--- src/rtl/button_event_decoder.sv ---
// Button event decoder: turns a debounced button level into
// short / long / double press command pulses.
module button_event_decoder #(
    parameter logic        ACTIVE_LEVEL      = 1'b1,
    parameter int unsigned LONG_PRESS_CYCLES = 1000,
    parameter int unsigned DOUBLE_GAP_CYCLES = 200
) (
    input  logic clk,
    input  logic reset,
    input  logic line,
    output logic pressed,
    output logic short_press,
    output logic long_press,
    output logic double_press
);

    typedef enum logic [2:0] {
        S_IDLE,
        S_PRESS1,
        S_GAP,
        S_PRESS2,
        S_HOLD
    } state_e;

    localparam logic [31:0] LONG_LAST = 32'(LONG_PRESS_CYCLES - 1);
    localparam logic [31:0] GAP_LAST  = 32'(DOUBLE_GAP_CYCLES - 1);

    state_e      state_q, state_d;
    logic [31:0] cnt_q, cnt_d;
    logic        pressed_q;
    logic        short_q, short_d;
    logic        long_q, long_d;
    logic        dbl_q, dbl_d;
    logic        act;

    assign act = (line == ACTIVE_LEVEL);

    // Classification FSM: next state, counter and pulse requests.
    always_comb begin
        state_d = state_q;
        cnt_d   = cnt_q;
        short_d = 1'b0;
        long_d  = 1'b0;
        dbl_d   = 1'b0;
        unique case (state_q)
            S_IDLE: begin
                if (act) begin
                    state_d = S_PRESS1;
                    cnt_d   = '0;
                end
            end
            S_PRESS1: begin
                if (!act) begin
                    state_d = S_GAP;
                    cnt_d   = '0;
                end else if (cnt_q == LONG_LAST) begin
                    long_d  = 1'b1;
                    state_d = S_HOLD;
                    cnt_d   = '0;
                end else begin
                    cnt_d = cnt_q + 32'd1;
                end
            end
            S_GAP: begin
                // A new press beats gap expiry on the same edge.
                if (act) begin
                    state_d = S_PRESS2;
                    cnt_d   = '0;
                end else if (cnt_q == GAP_LAST) begin
                    short_d = 1'b1;
                    state_d = S_IDLE;
                    cnt_d   = '0;
                end else begin
                    cnt_d = cnt_q + 32'd1;
                end
            end
            S_PRESS2: begin
                cnt_d = '0;
                if (!act) begin
                    dbl_d   = 1'b1;
                    state_d = S_IDLE;
                end
            end
            S_HOLD: begin
                cnt_d = '0;
                if (!act) begin
                    state_d = S_IDLE;
                end
            end
            default: begin
                state_d = S_IDLE;
                cnt_d   = '0;
            end
        endcase
    end

    // State, counter, level and pulse registers.
    always_ff @(posedge clk) begin
        if (reset) begin
            state_q   <= S_IDLE;
            cnt_q     <= '0;
            pressed_q <= 1'b0;
            short_q   <= 1'b0;
            long_q    <= 1'b0;
            dbl_q     <= 1'b0;
        end else begin
            state_q   <= state_d;
            cnt_q     <= cnt_d;
            pressed_q <= act;
            short_q   <= short_d;
            long_q    <= long_d;
            dbl_q     <= dbl_d;
        end
    end

    assign pressed      = pressed_q;
    assign short_press  = short_q;
    assign long_press   = long_q;
    assign double_press = dbl_q;

endmodule

--- config.mk ---
export PLATFORM = sky130hd
export DESIGN_NAME = button_event_decoder
export DESIGN_NICKNAME = d
export VERILOG_FILES = /design/src/rtl/button_event_decoder.sv
export SDC_FILE = /design/constraint.sdc
export NUM_CORES = 1
export LEC_CHECK = 0
export CORE_MARGIN = 8
export CORE_UTILIZATION = 50
export DETAILED_ROUTE_END_ITERATION = 10
export GPL_TIMING_DRIVEN = 0
export PLACE_DENSITY = 0.69
export SLEW_MARGIN = 20
export SYNTH_ARGS = -nofsm -noshare
export SYNTH_HDL_FRONTEND = slang
export SYNTH_SLANG_ARGS = --single-unit
--- constraint.sdc ---
create_clock -name clk -period 3.56 [get_ports clk]
set_input_delay 0.712 -clock clk [delete_from_list [all_inputs] [get_ports clk]]
set_output_delay 0.712 -clock clk [all_outputs]
set_load 0.1 [all_outputs]
==> results of run 1 <==
sequential cells by signal, summed over array words and instances, names as in the netlist:
name	flops
cnt_q	32
double_press	1
long_press	1
pressed	1
short_press	1
state_q	3
metrics by stage:
| step | utilization, % | std cells | cell area [um^2] | total power, uW | setup slack (ns) |
|---|---|---|---|---|---|
| floorplan | - | 240 | 1980 | 496 | 1.39 |
| global placement | 53.6 | 296 | 2100 | 511 | 0.636 |
| detailed placement | 53.6 | 296 | 2100 | 512 | 0.604 |
| CTS | 56.2 | 304 | 2200 | 833 | 0.881 |
| global route | 56.2 | 304 | 2200 | 862 | 0.711 |
| finish | 56.2 | 304 | 2200 | 827 | 0.867 |
placed cells by master (no fill, tap or decap), types with 3 or more instances in the layout:
master / n
a22oi_1: 3
clkbuf_1: 7
a21o_1: 3
dfxtp_1: 39
a21oi_1: 10
nor3_1: 8
and3_1: 7
or2b_1: 3
nor2_1: 31
a31oi_1: 6
buf_6: 3
inv_1: 12
nand3_1: 17
clkdlybuf4s50_1: 6
nand2_1: 17
xor2_1: 14
nor4_1: 10
and4_1: 3
a221o_1: 4
nand4_1: 11
clkbuf_8: 7
o21ai_0: 4
xnor2_1: 3
or3_1: 3
metal layers:
| metal | GRT usage, % | vias to the layer above | part of all wire, % | wire length [um] |
|---|---|---|---|---|
| met1 | 18.7 | 807 | 50 | 2100 |
| met5 | 0 | - | 0 | 0 |
| met4 | 4.63 | 0 | 0.86 | 36 |
| met2 | 24.9 | 26 | 46 | 1950 |
| met3 | 3.50 | 4 | 3.0 | 127 |
| li1 | - | 896 | - | - |
power by group:
| group | internal, uW | total, uW | switching (uW) |
|---|---|---|---|
| clock | 177 | 326 | 149 |
| sequential | 439 | 445 | 5.19 |
| combinational | 20.4 | 57.2 | 36.8 |
| total | 637 | 827 | 191 |
worst max-delay path: cells and delay by family:
family / cells / cell delay, ns
buffers and inverters: 3 / 0.88
and+or+nand+nor: 2 / 0.50
AOI/OAI and AO/OA: 4 / 0.80
final cells by class:
| cell class | instances | share of cell area [%] |
|---|---|---|
| sequential | 39 | 35.5 |
| inverter | 12 | 2.05 |
| tap | 50 | 2.84 |
| timing repair buffer | 6 | 2.73 |
| clock buffer | 8 | 4.55 |
| multi-input combinational | 180 | 49.8 |
| buffer | 9 | 2.56 |
logic make-up after synthesis:
| group | synth area share (%) |
|---|---|
| buf+inv | 5.13 |
| flops | 39.5 |
| xor+xnor | 7.53 |
| fa+ha+maj | 1.27 |
| compound gates | 12.8 |
| simple gates | 33.8 |
worst max-delay path by stage:
| stage | from | end | slack, ns | depth (start not counted) |
|---|---|---|---|---|
| 2_1_floorplan | cnt_q[13] | cnt_q[17] | 1.39 | 5 |
| 5_1_grt | line | cnt_q[29] | 0.71 | 9 |
| 3_5_place_dp | line | cnt_q[29] | 0.60 | 9 |
| 4_1_cts | line | cnt_q[29] | 0.88 | 9 |
| 3_3_place_gp | line | cnt_q[25] | 0.64 | 9 |
| 6_report | line | cnt_q[29] | 0.87 | 9 |
==> impl_results.md, run 1 <==
* Drt first pass iters at 4
* Min Tclk post-route at 2.69 ns
* Max Transition Viols Final at 0
* Full die area at 6220 um^2
* Row cnt at 23
* Sequential cell area at 781 um^2
* Hold Path Sink: cnt_q[29]
* Hold path start: cnt_q[29]
* Slew HR at 35.4%
* Hold buffer count at CTS at 0
* Final WL at 4210 um
* Synth cell types at 38
* Leak Pwr at 0.000770 uW
* Startpoint Class: input port
* Initial Util at 50.5%
* Critical path fanouts, max at 10
* Share of layout cells above drive strength 1 at 5.51%
* Multi-input gate area at 1090 um^2
* WL/cell at 13.8 um
* Via Count at 1,733
* Tightest Hold Check Type: reg -> reg
* Clock root cell: clkbuf_8
* EDFF count, synth at 0
* N_diodes at 0
* Die height at 78.9 um
* Syn nets at 245
* Largest net degree at the start of global routing at 12
* Synth cell count leaders: 39 x dfxtp_1, 31 x nor2_1, 17 x nand2_1, 17 x nand3_1, 14 x xor2_1
* Synth top area cells: dfxtp_1 39%, xor2_1 6.2%, nor2_1 5.9%, nand3_1 4.3%, nand4_1 3.5%
* Yosys top cell by area: dfxtp_1
* Reg-to-reg setup timing slack at 1.00 ns
* Post-DP HPWL at 3010 um
* Reg-to-Reg End: cnt_q[12]
* Setup TNS at 0 ns
* Final Hold Vio Count at 0
* Total gr overflow at 0
* CP arrival at 2.91 ns
* CTS tree: done
* CTS sink count at 39
* WS Path Type: in -> reg
* DRC violations left at 0
* R2R depth at 8
* Post-DR vias/cell at 5.70
* Primary FF master, synth: dfxtp_1
* Maxcap violations at 0
* Slowest cell delay on critical path at 0.59 ns
* Final setup fails at 0
* Most numerous cell in the Yosys netlist: dfxtp_1
* Mapped Cells at 240
* Vias in the first global route at 1,664
* CP Capture Type: register
* Die Wd at 78.9 um
* Core Region at 3910 um^2
* Worst vdd ir at 0.219 mV
* Fin crit share at 75.6%
* Resized cells post-CTS at 0
* Gpl congestion at 0.906
* Pwr Density at 376 nW/um^2
* Share of flip-flops with an asynchronous set or reset at 0%
* Setup Skew at 0.00426 ns
* Iter 0 DRT Violations at 91
* RSZ-0062 raised after global routing: false
* Post-synth top area share at 39.5%
* Data required, critical path at 3.77 ns
* Synthesis Warnings at 0
* Clock-pin slew on the worst setup and hold paths at 0.07 ns
* CTS Buf Count at 5
* Fin Hold WS at 0.495 ns
* Fill count at 368
* CP dominant cell by count: buf_6
* Register area share after synthesis at 39.5%
* Synth Register Bits at 39
* Mapped cell area at 1980 um^2
* Area Growth Syn to Fin at 11.3%
* Crit-path cells: clkdlybuf4s50_1 > nor4bb_1 > nand2_1 > a22oi_1 > a22o_4 > buf_6 > buf_6 > o21ai_0 > a31oi_1
* Later-pin clock latency in the skew report at 0.28 ns
* ANT nets after route at 0
* Mean Syn Cell Area at 8.24 um^2
* Worst-Margin Slew at 0.966 ns
* Layout Nets at 258
* Fmax at 371 MHz
* Slowest cell on the critical path: clkdlybuf4s50_1
* H-tree lvl count at 2
* Initial antenna violation count at 0
* Overall routing resource usage at 14.9%
* Outcome: finished clean
* I/O pins at 7
* Hold Path Depth at 1
* First-pass GRT wire length at 7650 um
* Worst r2r src: cnt_q[0]
* # port buffers at 6
* CTS max path bufs at 2
* Post CTS Setup Buffer Count at 0
(Power assumes the default switching activity.)
==> run 2: changes to the inputs <==
PLACE_DENSITY = 0.72   (was 0.69)
clock period = 2.2 ns   (was 3.56 ns; I/O delays follow)
==> run 2 against run 1 <==
- highest routed layer unchanged
- critical endpoint is now cnt_q[27]
- largest power group unchanged
- the run now ends with setup timing left
- routed wire length increased by 14%
- clock skew increased by 0.0089 ns
- combinational power increased by 100%
==> impl_results.md, run 2 (same netlist as run 1, synthesis figures left out) <==
* Outcome: complete, but fails checks
* Failing checks: setup timing
* Most frequent cells in the layout: 33 x dfxtp_1, 27 x nor2_1, 17 x nand2_1
* Setup Skew at 0.0132 ns (+0.00891 ns)
* CTS max path bufs at 2 (unchanged)
* WS Path Type: in -> reg
* Largest regs: cnt_q: 32 flops, state_q: 3 flops
* Fin crit share at 102%
* Hold buffer count at CTS at 0 (unchanged)
* Share of layout cells above drive strength 1 at 20.8% (+15 points)
* Int Power at 1090 uW (+72%)
* Reg-to-Reg End: cnt_q[27]
* Critical path fanouts, max at 7 (-3)
* Core Region at 3910 um^2 (unchanged)
* ANT nets after route at 0 (unchanged)
* Fin Hold WS at 0.511 ns (+0.0157 ns)
* Worst r2r src: cnt_q[19]
* Clk network pwr share at 42.0% (+2.6 points)
* Final setup fails at 7 (+7)
* Tightest Hold Check Type: reg -> reg
* Fin cells at 314 (+3.3%)
* Final Hold Vio Count at 0 (unchanged)
* Slew HR at 35.6% (+0.25 points)
* Die height at 78.9 um (unchanged)
* R2R depth at 7 (-1)
* CP startpoint: line
* RSZ-0062 raised after global routing: true
* N_diodes at 0 (unchanged)
* Leak Pwr at 0.000903 uW (+17%)
* Iter 0 DRT Violations at 177 (+95%)
* CTS sink count at 39 (unchanged)
* CP Capture Type: register
* Post-DR vias/cell at 5.84 (+2.5%)
* Net switching power at 345 uW (+81%)
* Largest net degree at the start of global routing at 14 (+2)
* CP endpoint: cnt_q[27]
* Fill count at 335 (-9.0%)
* Max Transition Viols Final at 0 (unchanged)
* Total gr overflow at 0 (unchanged)
* Layout Nets at 268 (+3.9%)
* Via Count at 1,835 (+5.9%)
* Startpoint Class: input port
* Drt first pass iters at 5 (+1)
* Dpl ws at -0.440 ns (-1.04 ns)
* Pwr Density at 582 nW/um^2 (+55%)
* Data required, critical path at 2.45 ns (-1.32 ns)
* Largest Register: cnt_q
* Worst vdd ir at 0.387 mV (+76%)
* Final WL at 4800 um (+14%)
* Die Wd at 78.9 um (unchanged)
* Worst-Margin Slew at 0.964 ns (-0.00236 ns)
* Clock root cell: clkbuf_8
* Reg-to-reg setup timing slack at -0.03 ns (-1.03 ns)
* CTS tree: done
* Area Growth Syn to Fin at 25.0%
* Clock-pin slew on the worst setup and hold paths at 0.08 ns (about the same)
* Initial antenna violation count at 0 (unchanged)
* Later-pin clock latency in the skew report at 0.31 ns (+0.03 ns)
* Row cnt at 23 (unchanged)
* Full die area at 6220 um^2 (unchanged)
* Switch share at 24.0% (+0.91 points)
* Power share of the combinational group at 8.1% (+1.2 points)
* Gpl congestion at 0.865 (-4.5%)
* Max reg flops at 32 (unchanged)
* Overall routing resource usage at 15.0% (+0.040 points)
* Min Tclk post-route at 2.25 ns
* Vias in the first global route at 1,623 (-2.5%)
* Placed Cells at 296 (unchanged)
* CTS Buf Count at 5 (unchanged)
* Maxcap violations at 0 (unchanged)
* # port buffers at 6 (unchanged)
* Most common cell after layout, fill and taps aside: dfxtp_1
* CP arrival at 2.50 ns (-0.41 ns)
* Fmax at 445 MHz
* I/O pins at 7 (unchanged)
* Final WS setup at -0.0493 ns (-0.917 ns)
* Reg power frac at 49.9% (-3.8 points)
* DRC violations left at 0 (unchanged)
* H-tree lvl count at 2 (unchanged)
* WL/cell at 15.3 um (+10%)
* Post-DP HPWL at 2880 um (-4.6%)
* Initial Util at 50.5% (unchanged)
* First-pass GRT wire length at 7410 um (-3.2%)
## run 2: changes by cell type in the layout (fill, tap and decap cells not counted), moves of 3 or more
cell             previous run  this run
nor4_1                     10         5
nor2_1                     31        27
nor4_2                      0         4
nor2_2                      0         4
dfxtp_1                    39        33
buf_4                       0         8
dfxtp_2                     0         4
clkbuf_1                    7         4
dlygate4sd2_1               0         3
clkdlybuf4s50_1             6         2
## run 2: per-layer routing
| metal | routed length (um) | vias up | track usage, % |
|---|---|---|---|
| met3 | 187 | 8 | 3.27 |
| met1 | 2240 | 867 | 18.5 |
| met4 | 96 | 0 | 8.33 |
| met2 | 2280 | 39 | 23.7 |
| met5 | 0 | - | 0 |
| li1 | - | 921 | - |
## run 2: area by class of cell
| type | instances | area, um^2 | area share, % |
|---|---|---|---|
| plain buffers | 7 | 52.6 | 2.13 |
| inverters | 12 | 45.0 | 1.82 |
| clock buffers | 5 | 68.8 | 2.78 |
| repair buffers | 17 | 160 | 6.48 |
| flip-flops and latches | 39 | 793 | 32.1 |
| well taps | 50 | 62.6 | 2.53 |
| clock inverters | 3 | 43.8 | 1.77 |
| multi-input cells | 181 | 1240 | 50.4 |
## run 2: power groups by stage
stage	Combinational, uW	Sequential (uW)	Clock (uW)
after floorplan	62.1	741	0
after global placement	91.0	736	0
after detailed placement	91.1	736	0
after CTS	103	717	618
after global routing	127	719	654
final	117	718	605
## run 2: critical path: stages
cell and delay, ns:
clkdlybuf4s50_1 0.58, nor2b_1 0.24, nand2b_1 0.17, a21oi_1 0.32
a22o_4 0.21, buf_2 0.16, nor3b_1 0.25, a21o_1 0.13
## run 2: repair_timing
action / CTS / global route
gates resized for setup: 19 / 23
gates cloned: 2 / 1
pin swaps: 6 / 15
buffers inserted: 5 / 4
endpoints found under the setup margin: 38 / 34
## run 2: worst min path at each step
stage,start,endpoint,cells after the start,slack (ns)
2_1_floorplan,cnt_q[29],cnt_q[29],1,0.45
3_3_place_gp,cnt_q[29],cnt_q[29],1,0.47
3_5_place_dp,cnt_q[29],cnt_q[29],1,0.48
4_1_cts,cnt_q[21],cnt_q[21],2,0.51
5_1_grt,cnt_q[7],cnt_q[7],2,0.54
6_report,cnt_q[7],cnt_q[7],2,0.51
## run 2: through the flow
step / total power [uW] / setup TNS [ns] / utilization (%) / area, um^2
after floorplan: 803 / 0 / - / 1980
after global placement: 827 / -9.59 / 53.6 / 2100
after detailed placement: 827 / -9.91 / 53.6 / 2100
after CTS: 1440 / -0.128 / 59.5 / 2330
after global routing: 1500 / -2.12 / 63.1 / 2470
final: 1440 / -0.116 / 63.1 / 2470
==> run 3: changes to the inputs <==
CORE_ASPECT_RATIO = 1.1   (was not set)
==> run 3 against run 2 <==
- the run still ends with setup timing left
- utilization increased by 0.14 points
- sequential share of layout area increased by 0.16 points
- total power grew 1.3%
- setup slack worse by 0.028 ns
- highest routed layer unchanged
- sequential cell count did not move
- largest power group unchanged
- non-clock buffer count stayed put
- die area about the same
==> impl_results.md, run 3 (same netlist as run 1, synthesis figures left out) <==
* Data required, critical path at 2.38 ns (-0.07 ns)
* Die Wd at 76.0 um (-3.7%)
* WL/cell at 15.7 um (+2.9%)
* Hold buffer count at CTS at 0 (unchanged)
* Final WS setup at -0.0770 ns (-0.0277 ns)
* Final Hold Vio Count at 0 (unchanged)
* Core Region at 3870 um^2 (-1.0%)
* Sequential cell area at 791 um^2 (-0.32%)
* I/O pins at 7 (unchanged)
* ANT nets after route at 0 (unchanged)
* Slew HR at 33.9% (-1.7 points)
* Placed Cells at 298 (+0.68%)
* Pwr Density at 595 nW/um^2 (+2.2%)
* Tightest Hold Check Type: reg -> reg
* First-pass GRT wire length at 8140 um (+9.9%)
* N_diodes at 0 (unchanged)
* Initial antenna violation count at 0 (unchanged)
* Total gr overflow at 0 (unchanged)
* Net switching power at 334 uW (-3.2%)
* # port buffers at 6 (unchanged)
* RSZ-0062 raised after global routing: true
* Multi-input gate area at 1210 um^2 (-3.0%)
* Gpl congestion at 0.794 (-8.1%)
* CP arrival at 2.45 ns (-0.05 ns)
* Post-DP HPWL at 3070 um (+6.9%)
* CP Capture Type: register
* Fin crit share at 103% (+1.3 points)
* Iter 0 DRT Violations at 115 (-35%)
* Int Power at 1120 uW (+2.8%)
* Crit path max-delay family: simple AND/OR/NAND/NOR gates
* Most common cell after layout, fill and taps aside: dfxtp_1
* Reg power frac at 49.3% (-0.6 points)
* Max reg flops at 32 (unchanged)
* Setup Skew at 0.00805 ns (-0.00512 ns)
* WS Path Type: reg -> reg
* Layout Nets at 268 (unchanged)
* Crit-path cells: or4_4 > or4_4 > a22o_4 > buf_6 > clkbuf_16 > a31oi_1 > a31oi_1
* H-tree lvl count at 2 (unchanged)
* Share of layout cells above drive strength 1 at 17.0% (-3.8 points)
* Outcome: complete, but fails checks
* Final WL at 4970 um (+3.6%)
* Fill count at 326 (-2.7%)
* Dpl ws at -0.474 ns (-0.0337 ns)
* Full die area at 6220 um^2 (about the same)
* Maxcap violations at 0 (unchanged)
* Via Count at 1,894 (+3.2%)
* Later-pin clock latency in the skew report at 0.29 ns (-0.02 ns)
* Final setup fails at 12 (+5)
* Fmax at 439 MHz (-1.2%)
* CTS Buf Count at 5 (unchanged)
* Most frequent cells in the layout: 35 x dfxtp_1, 31 x nor2_1, 17 x nand2_1
* CTS max path bufs at 2 (unchanged)
* Slowest cell on the critical path: or4_4
* Worst vdd ir at 0.397 mV (+2.8%)
* Overall routing resource usage at 16.1% (+1.1 points)
* Initial Util at 51.0% (+0.52 points)
* Vias in the first global route at 1,772 (+9.2%)
* Slowest cell delay on critical path at 0.54 ns (-0.04 ns)
* Startpoint Class: register
* CTS sink count at 39 (unchanged)
* DRC violations left at 0 (unchanged)
* Leak Pwr at 0.000944 uW (+4.6%)
* Clock root cell: clkbuf_8
* Die height at 81.9 um (+3.9%)
* Max Transition Viols Final at 0 (unchanged)
* Fin Hold WS at 0.504 ns (-0.00686 ns)
* Min Tclk post-route at 2.28 ns (+0.0277 ns)
* Failing checks: setup timing
* Area Growth Syn to Fin at 24.0%
* Row cnt at 24 (+4.3%)
* Largest regs: cnt_q: 32 flops, state_q: 3 flops
* Switch share at 22.9% (-1.1 points)
* Critical path fanouts, max at 6 (-1)
* Drt first pass iters at 5 (unchanged)
* Critical path buffers and inverters at 2 (unchanged)
* Clk network pwr share at 42.6% (+0.6 points)
* Fin cells at 316 (+0.64%)
* Post-DR vias/cell at 5.99 (+2.6%)
* Worst-Margin Slew at 0.989 ns (+0.0256 ns)
* Largest net degree at the start of global routing at 13 (-1)
* Power share of the combinational group at 8.1% (about the same)
* Clock-pin slew on the worst setup and hold paths at 0.07 ns (about the same)
* CTS tree: done
* Largest Register: cnt_q
## run 3: changes by cell type in the layout (fill, tap and decap cells not counted), moves of 2 or more
cell / delta
dlymetal6s2s_1: +4
nor2_1: +4
nor2_2: -4
dlygate4sd2_1: -3
dfxtp_1: +2
dfxtp_2: -2
nor4_1: +2
nor4_2: -2
o21ai_2: -2
## run 3: area by class of cell
type,instances,area share [%]
flip-flops and latches,39,32.3
plain buffers,8,2.30
inverters,12,1.84
clock inverters,2,1.43
well taps,52,2.65
repair buffers,16,6.89
clock buffers,6,3.37
multi-input cells,181,49.3
## run 3: stage by stage
step,util (%),power [uW],instance area (um^2),TNS [ns]
2_1_floorplan,-,803,1980,0
4_1_cts,60.8,1460,2350,-0.118
3_3_place_gp,54.3,828,2100,-11.14
5_1_grt,63.3,1500,2450,-2.67
3_5_place_dp,54.3,828,2100,-10.78
6_report,63.3,1460,2450,-0.391
## run 3: repair_timing
action / in CTS / in global routing
resized for setup: 17 / 16
cloned: 2 / 1
pin swaps: 8 / 3
setup buffers: 6 / 2
endpoints found under the setup margin: 34 / 36
## run 3: path summary, 6_finish.rpt
kind | cells past startpoint | endpoint | slack [ns] | startpoint
worst max-delay path | 7 | cnt_q[29] | -0.08 | cnt_q[13]
worst min register to register | 1 | cnt_q[29] | 0.50 | cnt_q[29]
worst min-delay path | 1 | cnt_q[29] | 0.50 | cnt_q[29]
worst max register to register | 7 | cnt_q[29] | -0.08 | cnt_q[13]
## run 3: power by group through the flow
stage / clock, uW / sequential (uW) / combinational [uW]
final: 622 / 718 / 118
after floorplan: 0 / 741 / 62.1
after detailed placement: 0 / 736 / 92.0
after CTS: 629 / 721 / 105
after global placement: 0 / 736 / 91.8
after global routing: 658 / 719 / 127
## run 3: layer usage
layer,global-route usage [%],wire [um],vias to the layer above
met3,4.70,266,22
li1,-,-,914
met1,18.0,2100,889
met4,9.41,173,0
met5,0,0,-
met2,27.0,2430,69
